--- src/rtl/uart_pkg.sv ---
// Shared UART definitions: receiver state encoding and default link constants.
package uart_pkg;

  localparam int unsigned UART_CLKS_PER_BIT = 434;  // 50 MHz / 115200 baud
  localparam int unsigned UART_DATA_BITS    = 8;

  typedef enum logic [2:0] {
    IDLE,
    START,
    DATA,
    PARITY,
    STOP
  } uart_rx_state_t;

endpackage

--- src/rtl/uart_rx_if.sv ---
// Receiver-side bundle: serial line in, byte holding register out with valid/ready.
interface uart_rx_if
  import uart_pkg::*;
#(
  parameter int unsigned DATA_BITS = UART_DATA_BITS
);

  logic                 rx;
  logic [DATA_BITS-1:0] data;
  logic                 valid;
  logic                 ready;
  logic                 frame_err;
  logic                 overrun;
  logic                 parity_err;

  // Receiver drives the byte and status; the consumer drives the line and ready.
  modport master (
    input  rx, ready,
    output data, valid, frame_err, overrun, parity_err
  );

  modport slave (
    output rx, ready,
    input  data, valid, frame_err, overrun, parity_err
  );

endinterface

--- src/rtl/uart_rx_sync2.sv ---
// Two-flop synchroniser for an asynchronous input; clr presets both flops to RST_VAL.
module sync2 #(
  parameter logic RST_VAL = 1'b1
) (
  input  logic clk,
  input  logic clr,
  input  logic i_d,
  output logic o_q
);

  logic r_meta;
  logic r_sync;

  // Capture the raw input and let it settle through a second stage.
  always_ff @(posedge clk) begin
    if (clr) begin
      r_meta <= RST_VAL;
      r_sync <= RST_VAL;
    end else begin
      r_meta <= i_d;
      r_sync <= r_meta;
    end
  end

  assign o_q = r_sync;

endmodule

--- src/rtl/uart_rx.sv ---
// UART receiver: 8N1 (or 8E1 when UART_RX_PARITY_EN is defined), LSB first,
// mid-bit sampling, single-entry valid/ready holding register.
module uart_rx
  import uart_pkg::*;
#(
  parameter int unsigned CLKS_PER_BIT = UART_CLKS_PER_BIT,
  parameter int unsigned DATA_BITS    = UART_DATA_BITS
) (
  input  logic      clk,
  input  logic      clr,
  uart_rx_if.master bus
);

  localparam int unsigned TICK_W = $clog2(CLKS_PER_BIT);
  localparam int unsigned IDX_W  = $clog2(DATA_BITS + 1);

  localparam logic [TICK_W-1:0] TICK_LAST = TICK_W'(CLKS_PER_BIT - 1);
  localparam logic [TICK_W-1:0] TICK_HALF = TICK_W'(CLKS_PER_BIT / 2 - 1);
  localparam logic [IDX_W-1:0]  IDX_LAST  = IDX_W'(DATA_BITS - 1);

  uart_rx_state_t       r_state, w_state;
  logic [TICK_W-1:0]    r_tick, w_tick;
  logic [IDX_W-1:0]     r_idx, w_idx;
  logic [DATA_BITS-1:0] r_shift, w_shift;
  logic [DATA_BITS-1:0] r_data, w_data;
  logic                 r_valid, w_valid;
  logic                 r_frame_err, w_frame_err;
  logic                 r_overrun, w_overrun;
`ifdef UART_RX_PARITY_EN
  logic                 r_par, w_par;
  logic                 r_parity_err, w_parity_err;
`endif
  logic                 w_rx_s;

  sync2 #(.RST_VAL(1'b1)) u_sync (
    .clk (clk),
    .clr (clr),
    .i_d (bus.rx),
    .o_q (w_rx_s)
  );

  // Next-state, datapath and output pulse decode.
  always_comb begin
    w_state     = r_state;
    w_tick      = r_tick;
    w_idx       = r_idx;
    w_shift     = r_shift;
    w_data      = r_data;
    w_valid     = r_valid & ~bus.ready;
    w_frame_err = 1'b0;
    w_overrun   = 1'b0;
`ifdef UART_RX_PARITY_EN
    w_par        = r_par;
    w_parity_err = 1'b0;
`endif

    case (r_state)
      IDLE: begin
        if (!w_rx_s) begin
          w_state = START;
          w_tick  = '0;
        end
      end

      START: begin
        if (r_tick == TICK_HALF) begin
          w_tick = '0;
          if (!w_rx_s) begin
            w_state = DATA;
            w_idx   = '0;
          end else begin
            w_state = IDLE;
          end
        end else begin
          w_tick = r_tick + TICK_W'(1);
        end
      end

      DATA: begin
        if (r_tick == TICK_LAST) begin
          w_tick  = '0;
          w_shift = {w_rx_s, r_shift[DATA_BITS-1:1]};
          w_idx   = r_idx + IDX_W'(1);
          if (r_idx == IDX_LAST) begin
`ifdef UART_RX_PARITY_EN
            w_state = PARITY;
`else
            w_state = STOP;
`endif
          end
        end else begin
          w_tick = r_tick + TICK_W'(1);
        end
      end

`ifdef UART_RX_PARITY_EN
      PARITY: begin
        if (r_tick == TICK_LAST) begin
          w_tick  = '0;
          w_par   = w_rx_s;
          w_state = STOP;
        end else begin
          w_tick = r_tick + TICK_W'(1);
        end
      end
`endif

      STOP: begin
        if (r_tick == TICK_LAST) begin
          w_tick  = '0;
          w_state = IDLE;
          if (!w_rx_s) begin
            w_frame_err = 1'b1;
`ifdef UART_RX_PARITY_EN
          end else if (^{r_shift, r_par}) begin
            w_parity_err = 1'b1;
`endif
          end else if (r_valid && !bus.ready) begin
            w_overrun = 1'b1;
          end else begin
            // A same-cycle handshake frees the register, so the new byte lands.
            w_data  = r_shift;
            w_valid = 1'b1;
          end
        end else begin
          w_tick = r_tick + TICK_W'(1);
        end
      end

      default: w_state = IDLE;
    endcase
  end

  // State and datapath registers.
  always_ff @(posedge clk) begin
    if (clr) begin
      r_state     <= IDLE;
      r_tick      <= '0;
      r_idx       <= '0;
      r_shift     <= '0;
      r_data      <= '0;
      r_valid     <= 1'b0;
      r_frame_err <= 1'b0;
      r_overrun   <= 1'b0;
`ifdef UART_RX_PARITY_EN
      r_par        <= 1'b0;
      r_parity_err <= 1'b0;
`endif
    end else begin
      r_state     <= w_state;
      r_tick      <= w_tick;
      r_idx       <= w_idx;
      r_shift     <= w_shift;
      r_data      <= w_data;
      r_valid     <= w_valid;
      r_frame_err <= w_frame_err;
      r_overrun   <= w_overrun;
`ifdef UART_RX_PARITY_EN
      r_par        <= w_par;
      r_parity_err <= w_parity_err;
`endif
    end
  end

  assign bus.data      = r_data;
  assign bus.valid     = r_valid;
  assign bus.frame_err = r_frame_err;
  assign bus.overrun   = r_overrun;
`ifdef UART_RX_PARITY_EN
  assign bus.parity_err = r_parity_err;
`else
  assign bus.parity_err = 1'b0;
`endif

endmodule

--- src/flat_wrapper.sv ---
// flat-port wrapper written by rule: the top's interface ports become plain ports
module uart_rx_flat import uart_pkg::*;
#(
  parameter int unsigned CLKS_PER_BIT = UART_CLKS_PER_BIT,
  parameter int unsigned DATA_BITS    = UART_DATA_BITS
)
  (clk, clr, bus_rx, bus_ready, bus_data, bus_valid, bus_frame_err, bus_overrun, bus_parity_err);
  uart_rx_if #(.DATA_BITS(DATA_BITS)) bus_i ();
  input  logic clk;
  input  logic clr;
  input wire logic [$bits(bus_i.rx)-1:0] bus_rx;
  input wire logic [$bits(bus_i.ready)-1:0] bus_ready;
  output wire logic [$bits(bus_i.data)-1:0] bus_data;
  output wire logic [$bits(bus_i.valid)-1:0] bus_valid;
  output wire logic [$bits(bus_i.frame_err)-1:0] bus_frame_err;
  output wire logic [$bits(bus_i.overrun)-1:0] bus_overrun;
  output wire logic [$bits(bus_i.parity_err)-1:0] bus_parity_err;
  assign bus_i.rx = bus_rx;
  assign bus_i.ready = bus_ready;
  assign bus_data = bus_i.data;
  assign bus_valid = bus_i.valid;
  assign bus_frame_err = bus_i.frame_err;
  assign bus_overrun = bus_i.overrun;
  assign bus_parity_err = bus_i.parity_err;
  uart_rx #(.CLKS_PER_BIT(CLKS_PER_BIT), .DATA_BITS(DATA_BITS)) u_core (.clk(clk), .clr(clr), .bus(bus_i));
endmodule
--- config.mk ---
export PLATFORM = sky130hd
export DESIGN_NAME = uart_rx_flat
export DESIGN_NICKNAME = d
export VERILOG_FILES = /design/src/rtl/uart_pkg.sv /design/src/rtl/uart_rx_if.sv /design/src/rtl/uart_rx_sync2.sv /design/src/rtl/uart_rx.sv /design/src/flat_wrapper.sv
export SDC_FILE = /design/constraint.sdc
export NUM_CORES = 1
export LEC_CHECK = 0
export ABC_AREA = 1
export BUFFER_PORTS_ARGS = -buffer_cell sky130_fd_sc_hd__buf_4
export CAP_MARGIN = 20
export CORE_MARGIN = 4
export CORE_UTILIZATION = 58
export DETAILED_ROUTE_END_ITERATION = 16
export HOLD_SLACK_MARGIN = 0.06
export PLACE_DENSITY = 0.78
export SETUP_SLACK_MARGIN = 0.1
export SYNTH_ARGS = -nofsm -noshare
export SYNTH_HDL_FRONTEND = slang
export SYNTH_SLANG_ARGS = --single-unit
export TNS_END_PERCENT = 10
--- constraint.sdc ---
create_clock -name clk -period 1.88 [get_ports clk]
set_input_delay 0.282 -clock clk [delete_from_list [all_inputs] [get_ports clk]]
set_output_delay 0.282 -clock clk [all_outputs]
set_load 0.01 [all_outputs]
==> run metrics, run 1 <==
Setup crit end kind=flip-flop; clock sinks=37; setup TNS=0 ps; io pins=16; synthesized area per cell=6.82 µm²; Root Driver=clkbuf_4; most common cell in the netlist=nor2_1; Crit-path slowest cell=dfxtp_1; worst setup margin=274 ps; Max FO, Critical Path=9; Tightest Hold Check Type=in2reg; Clk Latency, worst-skew pair=roughly 330 ps; number of synthesized flops with an enable pin=0; RSZ-0062 raised after global routing=true; vias in the first global route=1461; delay-heaviest family, CP=simple AND/OR/NAND/NOR gates; core region area=between 0.002 and 0.003 mm²; Post-synth ARST share=0; remaining antenna violation count=0; synth cell count leaders=nor2_1 (52), nand2_1 (51), dfxtp_1 (37); crit path time final=1610 ps; fin nets=291; Final Instance Count excl. Fillers=315; Primary FF master, synth=dfxtp_1; # port buffers=14; dpl ws=297 ps; Distinct cells, synth=25; GRT Overall Usage=0.187; pwr dens=826 mW/mm²; DR pass1 iterations=4; placed inst area=0.00194 mm²; period utilisation layout=0.854; maximum vdd drop=0.000548 V; status=completed; Clock transition at path regs=110 ps; full die area=0.00406 mm²; number of synthesis warnings=0; clock skew=5.20 ps; Bufs on Longest Clock Path=2; Synth area leaders=dfxtp_1 (41%), nor2_1 (11%), nand2_1 (11%); Initial Utilization=0.631; Buf/Inv on CP=3; first-pass GRT wire length=approximately 6100 µm; WL final=3450 µm; leakage=0.964 nW; Worst Path Required=~2100 ps; post-route cell area=0.00200 mm²; post-DR vias/cell=5.24; htree depth=2; area share of the largest cell type after synthesis=0.412; Syn Nets=272; Via Count=between 1.5k and 2k; Worst path max stage delay=340 ps; chip width=63.7 µm; #FFs+latches synth=37; total power=around 1.6 mW; total congestion overflow=0; RePlAce Congestion=0.890; Worst EP arrival=1840 ps; largest area contributor in the netlist=dfxtp_1; fillers=about 240; total CTS buffers=5; most used cell, CP=nor2_1; Worst setup SP type=flip-flop; register area share after synthesis=0.412; Hold Worst Slack=128 ps; Final setup viols=0; max_cap viols=0; upper clock frequency limit=623 MHz; crit path kind=reg2reg; largest net degree at the start of global routing=14; antenna violations before repair=0; utilization after layout=0.700; Die Ht=63.7 µm; cell area after synthesis=0.00180 mm²; Cells after Synth=264; Final Hold Violating Endpoints=0; Routed wire per std cell=10.9 µm; critical path, cell by cell=inv_1 > ha_1 > nand2_1 > nor2_1 > nand2_2 > inv_2 > nand3_4 > nor2_8 > inv_2 > nor2_1 > nor2_1; 1st-iter DRT viols=97; Residual DRC=0; Placed Cells=307; Slew Viols, Final=0; placed wire-length estimate=2640 µm; # rows=19; share of cells above drive strength 1=0.162; P&R area growth vs syn=10.9%; ANT cells=0; CTS tree=yes
==> power breakdown <==
| group | leakage, nW | internal (mW) | switching, mW | total, mW |
|---|---|---|---|---|
| clock network | 0.0320 | 0.143 | 0.254 | 0.397 |
| registers | 0.299 | 0.811 | 0.0225 | 0.834 |
| logic | 0.633 | 0.131 | 0.288 | 0.419 |
==> kinds of logic (layout without fill, tap and decap cells) <==
family	Yosys count	in the layout	synth area share
AOI/OAI and AO/OA	32	32	0.0897
buffers and inverters	41	61	0.0897
other	1	1	0.00208
DFF	37	37	0.412
and+or+nand+nor	145	145	0.360
adders and majority gates	4	4	0.0278
xor gates and xnor gates	4	4	0.0195
==> state kept, by name (all words and copies together) (netlist names) <==
name,flops
u_core.r_tick,9
u_core.r_state,3
u_core.u_sync.o_q,1
u_core.bus.frame_err,1
u_core.bus.valid,1
u_core.u_sync.r_meta,1
u_core.bus.data,8
u_core.r_shift,8
u_core.bus.overrun,1
u_core.r_idx,4
==> cells in the final DEF (no fill, tap or decap), drive strengths merged <==
master,instances
a21oi,11
a31oi,1
buf,17
clkbuf,6
clkinv,2
conb,1
dfxtp,37
ha,4
inv,36
nand2,56
nand3,23
nand4,4
nor2,56
nor3,4
o21ai,20
or2,2
xnor2,2
xor2,2
==> routing by layer <==
metal,track usage,vias up,part of all wire
met3,0.0497,7,0.063
met1,0.253,721,0.49
met4,0.0674,0,0.013
met5,0,-,0
li1,-,870,-
met2,0.284,53,0.43
==> layout make-up <==
| cell class | count | area, µm² | area share |
|---|---|---|---|
| tap | 31 | 38.8 | 0.0194 |
| multi-input combinational | 186 | 902 | 0.452 |
| sequential | 37 | 741 | 0.371 |
| inverter | 36 | 135 | 0.0677 |
| clock buffer | 6 | 41.3 | 0.0207 |
| timing repair buffer | 17 | 128 | 0.0639 |
| clock inverter | 2 | 10.0 | 0.00502 |
==> worst reg2reg max path: stages, from the launching register on <==
cell     delay [ps]
dfxtp_1         340
inv_1           100
ha_1            180
nand2_1          60
nor2_1          120
nand2_2         100
inv_2            90
nand3_4          90
nor2_8          150
inv_2            90
nor2_1          120
nor2_1           60
==> final timing paths <==
path / to / startpoint / cells after the start / slack [ps]
max: u_core.bus.data[5] / u_core.r_tick[1] / 11 / 270
min: u_core.u_sync.r_meta / bus_rx / 2 / 130
max reg2reg: u_core.bus.data[5] / u_core.r_tick[1] / 11 / 270
min reg2reg: u_core.u_sync.o_q / u_core.u_sync.r_meta / 1 / 430
==> timing repair <==
item | 4_1_cts | 5_1_grt
hold endpoints to repair | 0 | 0
resized for setup | 0 | 2
buffers inserted | 0 | 0
setup endpoints to repair | 0 | 2
hold buffers | 0 | 0
Power figures use the tool's default switching activity.
==> run 2, diff against run 1 <==
- ABC_AREA: 1 -> 0
==> run 2 against run 1 <==
  * Maximum frequency is 9.2% lower
  * Non-clock buffer count is 16 higher
  * Largest cell class unchanged
  * Highest routed layer unchanged
  * Combinational power is 80% lower
  * Via count is 4.4% lower
  * Largest power group unchanged
  * Clock power is 48% higher
  * Synthesized cell count is 22% lower
  * First-iteration DRC count is 4.1% higher
==> run metrics, run 2 <==
remaining antenna violation count=0 (unchanged); Hold Worst Slack=106 ps (-21.6 ps); largest net degree at the start of global routing=38 (+24); Clock transition at path regs=120 ps (about the same); clock skew=13.1 ps (+7.90 ps); Final Instance Count excl. Fillers=264 (-16%); synth cell count leaders=dfxtp_1 (37), nand2_1 (31), nor2_1 (23); main combinational cell family by area after synthesis=simple AND/OR/NAND/NOR gates; most frequent cells in the layout=nand2_1 (31), buf_4 (31), dfxtp_1 (29), nor2_1 (23), a21oi_1 (17); crit path time final=1770 ps (+162 ps); first-pass GRT wire length=6930 µm (+13%); period utilisation layout=0.941 (+0.0863); Buf/Inv on CP=3 (unchanged); crit path kind=reg2reg; setup TNS=0 ps (unchanged); largest area contributor in the netlist=dfxtp_1; Crit-path slowest cell=dfxtp_2; Post-synth ARST share=0 (unchanged); area share of the largest cell type after synthesis=0.423 (+0.0112); total CTS buffers=5 (unchanged); number of synthesized flops with an enable pin=0 (unchanged); Primary FF master, synth=dfxtp_1; Worst path max stage delay=360 ps (+20 ps); ANT cells=0 (unchanged); hold_buf cts=0 (unchanged); Distinct cells, synth=45 (+80%); multiplexer share of the synthesized area=0.0650 (+0.0650); core region area=0.00283 mm² (-0.83%); most common cell in the netlist=dfxtp_1; register area share after synthesis=0.423 (+0.0112); maximum vdd drop=0.000657 V (+20%); htree depth=2 (unchanged); synthesized area per cell=8.54 µm² (+25%); total congestion overflow=0 (unchanged); delay-heaviest family, CP=compound AO/OA/AOI/OAI gates; WL final=4180 µm (+21%); RePlAce Congestion=0.873 (-1.9%); Cells after Synth=205 (-22%); vias in the first global route=1500 (+2.7%); number of synthesis warnings=0 (unchanged); max layer used=met4; post-DR vias/cell=5.98 (+14%); P&R area growth vs syn=23.4%; adder-cell share of the synthesized area=0.0286 (+0.000755); Root Driver=clkbuf_4; fin nets=240 (-18%); Final Hold Violating Endpoints=0 (unchanged); Die Ht=63.0 µm (-1.2%); M1 WL=1750 µm (+2.8%); GRT Overall Usage=0.219 (+0.0318); # rows=19 (unchanged); routed length on met2=2140 µm (+45%); leakage=0.761 nW (-21%); DR WL met3=211 µm (-2.8%); max_cap viols=0 (unchanged); Tightest Hold Check Type=in2reg; Initial Utilization=0.619 (-0.0115); Bufs on Longest Clock Path=2 (unchanged); CTS tree=yes; Via Count=1578 (-4.4%); simple-gate share of the synthesized area=0.281 (-0.0781); antenna violations before repair=0 (unchanged); Syn Nets=213 (-22%); register area=753 µm² (+1.7%); upper clock frequency limit=565 MHz (-9.2%); Routed wire per std cell=15.8 µm (+45%); Setup crit end kind=flip-flop; Final setup viols=0 (unchanged); Worst setup SP type=flip-flop; Post-Synth XOR/XNOR Area=0 (-0.0195); Worst EP arrival=2060 ps (+220 ps); Residual DRC=0 (unchanged); io pins=16 (unchanged); Max FO, Critical Path=3 (-6); Synth area leaders=dfxtp_1 (42%), nand2_1 (6.6%), a21oi_1 (5.4%); cell area after synthesis=0.00175 mm² (-2.6%); full die area=0.00396 mm² (-2.3%); max FFs per register=9 (unchanged); clock sinks=37 (unchanged); Worst Path Required=2170 ps (+50 ps); Clk Latency, worst-skew pair=350 ps (+20 ps); total power=1.47 mW (-11%); share of cells above drive strength 1=0.335 (+0.173); # port buffers=14 (unchanged); multi-input logic area=0.00102 mm² (+13%); 1st-iter DRT viols=101 (+4.1%); placed wire-length estimate=2730 µm (+3.3%); critical path, cell by cell=inv_2 > ha_4 > nor4bb_4 > buf_4 > a211o_4 > buf_4 > a21oi_1 > a21oi_2 > a21oi_1; Placed Cells=251 (-18%); #FFs+latches synth=37 (unchanged); fillers=205 (-14%); pwr dens=679 mW/mm² (-18%); Largest Register=u_core.r_tick; Slew Viols, Final=0 (unchanged); RSZ-0062 raised after global routing=true; DR pass1 iterations=4 (unchanged); status=completed; area fraction in compound gates after synthesis=0.154 (+0.0639); chip width=63.0 µm (-1.2%)
[run 2: changes by cell type after synthesis, moves of 4 or more]
cell	change
buf_2	+5
nand2_2	-5
nand3b_1	+5
inv_1	-26
a22oi_1	+4
mux2i_1	+8
inv_2	-7
o21ai_0	-15
nand3_1	-14
nor2_1	-29
a21oi_1	+8
nand2_1	-20
[run 2: through the flow]
step / setup slack (ps) / area [µm²] / util
global route: 19.5 / 2160 / 0.764
finish: 111 / 2160 / 0.764
CTS: 73.6 / 2100 / 0.742
detailed placement: -52.5 / 1930 / 0.682
floorplan: 107 / 1750 / -
global placement: 49.0 / 1930 / 0.682
[run 2: worst register-to-register path, delay by kind of cell (launching register included)]
kind | cells | cell delay (ps)
fa+ha+maj | 1 | 140
simple gates | 1 | 150
buf+inv | 3 | 360
flops | 1 | 360
compound gates | 4 | 720
[run 2: power breakdown]
part	total (mW)	internal [mW]	switching, mW	leakage, nW
Sequential	0.793	0.788	0.00511	0.302
Combinational	0.0852	0.0351	0.0501	0.415
Clock	0.589	0.316	0.273	0.0445
[run 2: cells by family after synthesis]
group | Yosys count
muxes | 11
DFF | 37
AOI/OAI and AO/OA | 41
buffers and inverters | 16
other | 1
adders and majority gates | 4
and+or+nand+nor | 95
[run 2: layout make-up]
cell class,instances,area share
well taps,31,0.0180
repair buffers,33,0.115
flip-flops and latches,37,0.349
inverters,3,0.00521
multi-input cells,152,0.472
clock buffers,6,0.0237
clock inverters,2,0.0174
[run 2: worst paths after layout]
kind / startpoint / to / slack, ps / depth (start not counted)
setup / recovery: u_core.r_tick[1] / u_core.r_tick[6] / 110 / 9
hold / removal: bus_rx / u_core.u_sync.r_meta / 110 / 2
setup reg to reg: u_core.r_tick[1] / u_core.r_tick[6] / 110 / 9
hold reg to reg: u_core.u_sync.r_meta / u_core.u_sync.o_q / 430 / 1
[run 2: repair_timing]
item	CTS	global route
setup buffers	2	2
pin swaps	8	10
endpoints found under the setup margin	30	28
gates resized for setup	16	13
cloned	1	0
[run 2: per-layer routing]
| layer | GRT usage | up-vias |
|---|---|---|
| met5 | 0 | - |
| met2 | 0.377 | 47 |
| met1 | 0.258 | 757 |
| met3 | 0.0504 | 10 |
| li1 | - | 764 |
| met4 | 0.0937 | 0 |
